File: config.mk
export PLATFORM = sky130hd
export DESIGN_NAME = up_ramcfg_nr1w_lat
export DESIGN_NICKNAME = d
export VERILOG_FILES = /design/src/rtl/up_ramcfg_nr1w_lat.sv
export SDC_FILE = /design/constraint.sdc
export NUM_CORES = 1
export LEC_CHECK = 0
export ABC_AREA = 1
export CORE_AREA = 2 2 181 183
export DETAILED_ROUTE_END_ITERATION = 10
export DIE_AREA = 0 0 183 185
export GPL_TIMING_DRIVEN = 0
export MAX_ROUTING_LAYER = met4
export SYNTH_ARGS = -nofsm -noshare
export SYNTH_HDL_FRONTEND = slang
export SYNTH_SLANG_ARGS = --single-unit
File: constraint.sdc
create_clock -name clk -period 2.1 [get_ports clk]
set_input_delay 0.21 -clock clk [delete_from_list [all_inputs] [get_ports clk]]
set_output_delay 0.21 -clock clk [all_outputs]
set_load 0.005 [all_outputs]
File: src/rtl/up_ramcfg_nr1w_lat.sv
// Config-RAM front end: G_NENG engine read ports plus one CPU rd/wr port sharing memory port 0.
// Adds read-latency pipelines, CPU starvation guard and write-to-read bypass.
//
// state   | meaning
// IDLE    | no CPU access; a new request may be granted in this same cycle
// PEND    | CPU request waiting for port 0 (engine 0 holds it on another address)
// BUSY    | access issued, waiting G_LAT cycles for memory read data
// DONE    | uprdy pulse, read data presented on updo
// WAITREL | wait for strobes or upen to drop before accepting another access
module up_ramcfg_nr1w_lat #(
  parameter int G_ADDR   = 10,
  parameter int G_WIDTH  = 32,
  parameter int G_NENG   = 2,
  parameter int G_LAT    = 3,
  parameter int G_STARVE = 15,
  parameter int G_BYPASS = 1
) (
  input  logic                        clk,
  input  logic                        rst,
  input  logic [G_NENG-1:0]           eng_re,
  input  logic [G_NENG*G_ADDR-1:0]    eng_ra,
  output logic [G_NENG*G_WIDTH-1:0]   eng_rdd,
  output logic [G_NENG-1:0]           eng_rvld,
  input  logic                        upen,
  input  logic [G_ADDR-1:0]           upa,
  input  logic                        upws,
  input  logic                        uprs,
  input  logic [G_WIDTH-1:0]          updi,
  output logic [G_WIDTH-1:0]          updo,
  output logic                        uprdy,
  output logic [G_NENG-1:0]           omemwe,
  output logic [G_NENG*G_ADDR-1:0]    omemad,
  output logic [G_NENG*G_WIDTH-1:0]   omemdi,
  input  logic [G_NENG*G_WIDTH-1:0]   imemdo
);

  localparam int SW = $clog2(G_STARVE + 1);
  localparam int LW = $clog2(G_LAT + 1);

  typedef enum logic [2:0] {
    S_IDLE    = 3'd0,
    S_PEND    = 3'd1,
    S_BUSY    = 3'd2,
    S_DONE    = 3'd3,
    S_WAITREL = 3'd4
  } state_t;

  state_t                                state_q, state_d;
  logic [SW-1:0]                         starve_q, starve_d;
  logic [LW-1:0]                         lat_q, lat_d;
  logic                                  wr_q, wr_d;
  logic [G_WIDTH-1:0]                    updo_q, updo_d;
  logic [G_LAT-1:0][G_NENG-1:0]          vld_q, vld_d;
  logic [G_LAT-1:0][G_NENG-1:0]          byp_q, byp_d;
  logic [G_LAT-1:0][G_NENG-1:0][G_WIDTH-1:0] bdat_q, bdat_d;
  logic [G_NENG-1:0][G_WIDTH-1:0]        rdd_q, rdd_d;

  logic              req;
  logic              port_ok;
  logic              want;
  logic              grant;
  logic              wr_now;
  logic              cpu_we;
  logic [G_ADDR-1:0] eng_ra0;
  logic [G_NENG-1:0] acc;
  logic [G_NENG-1:0] byp_now;

  assign req     = upen & (upws | uprs);
  assign eng_ra0 = eng_ra[G_ADDR-1:0];
  assign port_ok = ~eng_re[0] | (eng_ra0 == upa) | (starve_q == SW'(G_STARVE));
  assign want    = ((state_q == S_IDLE) & req) | ((state_q == S_PEND) & upen);
  assign grant   = ~rst & want & port_ok;
  assign wr_now  = (state_q == S_IDLE) ? upws : wr_q;
  assign cpu_we  = grant & wr_now;

  always_comb begin
    state_d  = state_q;
    starve_d = starve_q;
    lat_d    = lat_q;
    wr_d     = wr_q;
    updo_d   = updo_q;
    case (state_q)
      S_IDLE: begin
        starve_d = '0;
        if (req) begin
          wr_d = upws;
          if (grant) begin
            state_d = S_BUSY;
            lat_d   = LW'(G_LAT - 1);
          end else begin
            state_d  = S_PEND;
            starve_d = SW'(1);
          end
        end
      end
      S_PEND: begin
        if (!upen) begin
          state_d  = S_IDLE;
          starve_d = '0;
        end else if (grant) begin
          state_d  = S_BUSY;
          lat_d    = LW'(G_LAT - 1);
          starve_d = '0;
        end else if (starve_q != SW'(G_STARVE)) begin
          starve_d = starve_q + SW'(1);
        end
      end
      S_BUSY: begin
        if (!upen) begin
          state_d = S_IDLE;
        end else if (lat_q == '0) begin
          state_d = S_DONE;
          if (!wr_q) updo_d = imemdo[G_WIDTH-1:0];
        end else begin
          lat_d = lat_q - LW'(1);
        end
      end
      S_DONE:    state_d = S_WAITREL;
      S_WAITREL: if (!upen || !(upws || uprs)) state_d = S_IDLE;
      default:   state_d = S_IDLE;
    endcase
  end

  // A forced grant to another address steals port 0 from engine 0 for this cycle.
  always_comb begin
    acc = eng_re;
    if (grant && (eng_ra0 != upa)) acc[0] = 1'b0;
    for (int i = 0; i < G_NENG; i++)
      byp_now[i] = (G_BYPASS != 0) && cpu_we && acc[i] && (eng_ra[i*G_ADDR +: G_ADDR] == upa);

    vld_d  = vld_q;
    byp_d  = byp_q;
    bdat_d = bdat_q;
    vld_d[0] = acc;
    byp_d[0] = byp_now;
    for (int i = 0; i < G_NENG; i++)
      bdat_d[0][i] = byp_now[i] ? updi : '0;
    for (int s = 1; s < G_LAT; s++) begin
      vld_d[s]  = vld_q[s-1];
      byp_d[s]  = byp_q[s-1];
      bdat_d[s] = bdat_q[s-1];
    end

    rdd_d   = rdd_q;
    eng_rdd = '0;
    for (int i = 0; i < G_NENG; i++) begin
      if (vld_q[G_LAT-1][i])
        rdd_d[i] = byp_q[G_LAT-1][i] ? bdat_q[G_LAT-1][i] : imemdo[i*G_WIDTH +: G_WIDTH];
      eng_rdd[i*G_WIDTH +: G_WIDTH] = rdd_d[i];
    end
  end

  always_comb begin
    omemwe    = '0;
    omemwe[0] = cpu_we;
    omemad    = eng_ra;
    omemad[G_ADDR-1:0] = grant ? upa : eng_ra0;
    omemdi    = '0;
    omemdi[G_WIDTH-1:0] = updi;
  end

  assign eng_rvld = vld_q[G_LAT-1];
  assign uprdy    = (state_q == S_DONE);
  assign updo     = updo_q;

  always_ff @(posedge clk) begin
    if (rst) begin
      state_q  <= S_IDLE;
      starve_q <= '0;
      lat_q    <= '0;
      wr_q     <= 1'b0;
      updo_q   <= '0;
      vld_q    <= '0;
      byp_q    <= '0;
      bdat_q   <= '0;
      rdd_q    <= '0;
    end else begin
      state_q  <= state_d;
      starve_q <= starve_d;
      lat_q    <= lat_d;
      wr_q     <= wr_d;
      updo_q   <= updo_d;
      vld_q    <= vld_d;
      byp_q    <= byp_d;
      bdat_q   <= bdat_d;
      rdd_q    <= rdd_d;
    end
  end

endmodule
* Yosys cells after proc, flatten, opt, wreduce, memory -nomap -nowiden
Cells that the tools add are included.
Word-level totals: bits in read-only memories 0, memory bits (writable) 0, output and inout port bits 185, register bits after elaboration 310, memories kept 0, latch bits 0, input bits 133, word-level logic and storage cells 100
Operators by class: eq/ne operators 17, shift operators 0, reduce and logical (&&, ||, !) cells 20, multipliers 0, divide/modulo/power cells 0, magnitude comparators 0, muxes and demuxes 27, $add $sub $neg 2, bitwise logic cells 15
Operators by type and width (count):
- $mux 32 | 4
- $eq 10x10->1 | 2
- $mux 3 | 6
- $pmux 3 s5 | 1
- $mux 2 | 6
- $mux 4 | 3
- $mux 10 | 1
- $ne 10x10->1 | 1
- $ne 2x2->1 const B | 5
- $pmux 4 s2 | 1
- $reduce_and 4->1 | 2
- $and 1x1->1 | 6
- $eq 3x2->1 const B | 2
- $ne 3x3->1 const B | 2
- $pmux 2 s3 | 1
- $logic_and 1x1->1 | 5
- $not 1->1 | 5
- $reduce_and 5->1 | 1
- $add 4x1->4 const B | 1
- $eq 4x4->1 const B | 1
- $mux 1 | 4
- $ne 4x3->1 const B | 1
- $ne 4x4->1 const B | 1
- $or 1x1->1 | 4
- 11 further kinds | 15

* Depth between registers and ports, before layout
depth after elaboration 12, mapped depth 12, depth with buffers taken out 12

* Worst setup path before layout
OpenSTA, ideal clock, no wires.
path type reg2out, from reg state_q[2], to out omemad[0], buffers on the path 1, data arrival time 1.452 ns, required time 1.890 ns, path slack 0.438 ns, cell stages (with the launch flop) 9, path through dfxtp_1 > nor2_4 > inv_2 > nor2_4 > nand2_1 > a21oi_4 > nand2_2 > clkbuf_1 > o21ai_0
On the way: cells in the longest elaborated chain, start to end 6, elaborated cells between the ends (all ways) 8, classes of those cells 1 x eq/ne; 1 x mux; 5 x bitwise; 1 x reduce/logical
RTL lines:
- start: declaration | line 48 | state_t state_q, state_d;
- start signal: assignment | line 178 | state_q <= state_d;
- $eq 3x1->1 or $logic_not 3->1 (tied branches) | line 71 | assign want = ((state_q == S_IDLE) & req) | ((state_q == S_PEND) & upen);
- $and 1x1->1 | line 71
- $or 1x1->1 * | line 71
- $and 1x1->1 * (2 in a row) | line 72 | assign grant = ~rst & want & port_ok;
- $mux 10 * | line 157 | omemad[G_ADDR-1:0] = grant ? upa : eng_ra0;
- end: declaration | line 32 | output logic [G_NENG*G_ADDR-1:0] omemad,
Every way passes the cells marked *; elsewhere a longest branch is shown, timed or not.

* Worst setup path in the final report
from reg state_q[2], to out omemad[6]
The elaborated chain is that of the path after synthesis.

==> metrics.md <==
| Metric | Value |
|---|---|
| Status | finished with violations |
| Failing checks | negative setup slack |
| DP HPWL | 24.46 mm |
| Initial cell density of the core | 36.50% |
| Root Driver | clkbuf_16 |
| Arr. time, crit path | 2.11 ns |
| # H-tree levels | 1 |
| Non-Filler Instances | 2,293 |
| Leakage | 7.165 nW |
| Global-route wire length before repair | 48.50 mm |
| Pwr dens | 754.7 nW/um2 |
| Num CTS Buffers | 29 |
| Clk slew on worst S/H paths | 0.07 ns |
| GRT Util Overall | 18.76% |
| Filler cells | 3,097 |
| CORE AREA | 32,040 um2 |
| R2R depth | 13 |
| Final period util | 110.7% |
| Yosys reg bits | 310 |
| Commonest cells after routing, fill and taps aside | inv_1 (336), nor2_1 (323), dfxtp_1 (303) |
| Initial antenna violation count | 0 |
| Syn Inst Count | 1,501 |
| Final Wtd Congestion | 0.8413 |
| Final Hold Vio Count | 0 |
| Flop2flop setup slack | 0.13 ns |
| Netlist Area Pre-Place | 11,690 um2 |
| Die Area | 33,860 um2 |
| Worst R2R Start | state_q[2] |
| CP startpoint kind | flip-flop |
| CTS tree | built |
| Design Area, Final | 16,580 um2 |
| Worst-margin pin slew | 0.8179 ns |
| Max Root-Sink Buffers | 3 |
| Reg2reg end | bdat_d[127] |
| Ant. Diodes | 0 |
| CTS Sinks | 310 |
| Post-route ant nets | 0 |
| Met1 usage in global routing | 22.78% |
| Count of final setup violators | 10 |
| GR peak layer | met2 |
| Crit path kind | flip-flop to primary output |
| Nets | 1,998 |
| Register area share after synthesis | 53.07% |
| Overall power | 0.01251 W |
| Placed insts | 2,224 |
| Worst skew pair latency | 0.54 ns |
| Critical Path Sink Type | primary output |
| Largest net degree at the start of global routing | 17 |
| 1st-iter DRT viols | 437 |
| Syn Area/Cell | 7.791 um2 |
| Number of detailed-route iterations in the first pass | 5 |
| Hold WC Path Type | input pin to flip-flop |
| Io pins | 318 |
| Num rows | 66 |
| Dpl cell area | 15,160 um2 |
| Setup TNS after final layout | -1.874 ns |
| DRC | 0 |
| Setup ws final | -0.2239 ns |
| Max Cap Violations | 0 |
| Die height | 185 um |
| Synth-to-layout area growth | 41.80% |
| Min Tclk post-route | 2.324 ns |
| Register Area | 6227 um2 |
| Via/cell ratio | 4.307 |
| Die width | 183 um |
| Hold endpoint | bdat_d[116] |
| HP Start | updi[20] |
| Hold-critical path depth | 3 |
| Crit Path Max Fanout | 5 |
| Wire per inst | 13.79 um |
| Slew HR | 45.47% |
| Fmax | 430.3 MHz |
| RSZ-0062 raised after global routing | true |
| YS warnings | 0 |
| Met2 Use GR | 32.85% |
| Worst EP required | 1.89 ns |
| Commonest non-fill, non-tap cell in the layout | inv_1 |
| Multi-input logic area | 3596 um2 |
| Routed wire length | 31.63 mm |
| Vias | 9,876 |
| M3 GR Usage | 2.438% |
| VDD IR max | 0.6545 mV |
| Slew Viols, Final | 0 |
| IO Port Bufs | 283 |
| Gr ovfl total | 0 |
| Via count of the first global-routing pass | 9,527 |
| Clk_skew | 0.01529 ns |
| Share of cells above drive strength 1 | 12.73% |
| Yosys cell types | 33 |
-- synthesized netlist by cell type, drive strengths merged --
cell,instances,area [um2]
a211oi,3,22.52
a21boi,1,7.510
a21oi,4,31.28
buf,91,654.4
clkbuf,57,214.0
conb,1,3.750
dfxtp,310,6206
ha,2,25.02
inv,340,1276
nand2,58,220.2
nand3,14,92.59
nand4,1,6.260
nor2,327,1250
nor3,37,190.2
nor4,3,18.77
o211ai,2,15.01
o21a,64,480.5
o21ai,173,865.8
o21bai,1,11.26
o22ai,1,6.260
xnor2,1,8.760
xor2,10,87.58
-- cell type report --
cell class	instances	share of cell area [%]
plain buffers	141	6.353
multi-input cells	735	21.69
well taps	408	3.079
flip-flops and latches	310	37.55
clock inverters	9	0.7772
clock buffers	44	5.199
inverters	340	7.711
repair buffers	306	17.64
-- logic make-up after synthesis --
family,count (synthesis),synth area share [%]
xor gates and xnor gates,11,0.8239
and+or+nand+nor,440,15.20
buffers and inverters,488,18.34
DFF,310,53.07
adders and majority gates,2,0.2140
AOI/OAI and AO/OA,249,12.32
other,1,0.03207
-- routing by layer --
metal	part of all wire, %	wire, um
met2	49	15490
met5	0	0
met1	44	13850
met3	5.2	1656
met4	2.0	631
-- registers in the layout, summed over array words and instances, names as in the netlist --
register  flops
bdat_q       64
updo         32
lat_q         2
eng_rvld      2
byp_q         2
state_q       3
bdat_d      128
vld_d         4
byp_d         4
rdd_q        64
wr_q          1
starve_q      4
-- repair_timing --
item	CTS	global route
gates cloned	1	0
pin swaps	5	6
hold buffers	0	0
gates resized for setup	248	58
endpoints found under the setup margin	106	117
setup buffers	17	7
-- critical path, cell delays in order (launching register included) --
cell	delay, ns
dfxtp_2	0.34
nor2_4	0.14
nand2_2	0.08
inv_1	0.07
nand2_2	0.07
a21oi_4	0.17
buf_6	0.12
nand2_4	0.05
buf_6	0.14
buf_8	0.13
nand2_2	0.05
o21ai_2	0.07
buf_2	0.13
-- through the flow --
step	setup WS (ns)	hold WS, ns	utilization, %
finish	-0.2239	0.2602	51.75
global route	-0.3269	0.2528	51.75
CTS	-0.2486	0.2331	51.45
detailed placement	-0.9009	0.3929	47.31
global placement	-0.8667	0.3894	47.31
floorplan	0.4377	0.3285	-
-- report_power, final --
part	switching [W]	internal, W
sequential	0.0000303	0.00593
clock	0.00218	0.00319
combinational	0.000550	0.000638
total	0.00276	0.00976
-- worst max path at each step --
stage	slack (ns)	to	from
after global placement	-0.87	omemad[6]	upa[0]
after detailed placement	-0.90	omemad[6]	upa[8]
after global routing	-0.33	omemad[6]	state_q[2]
after CTS	-0.25	omemad[6]	state_q[1]
final	-0.22	omemad[6]	state_q[2]
after floorplan	0.44	omemad[0]	state_q[2]
No activity file was read; power rests on OpenSTA's default activity.
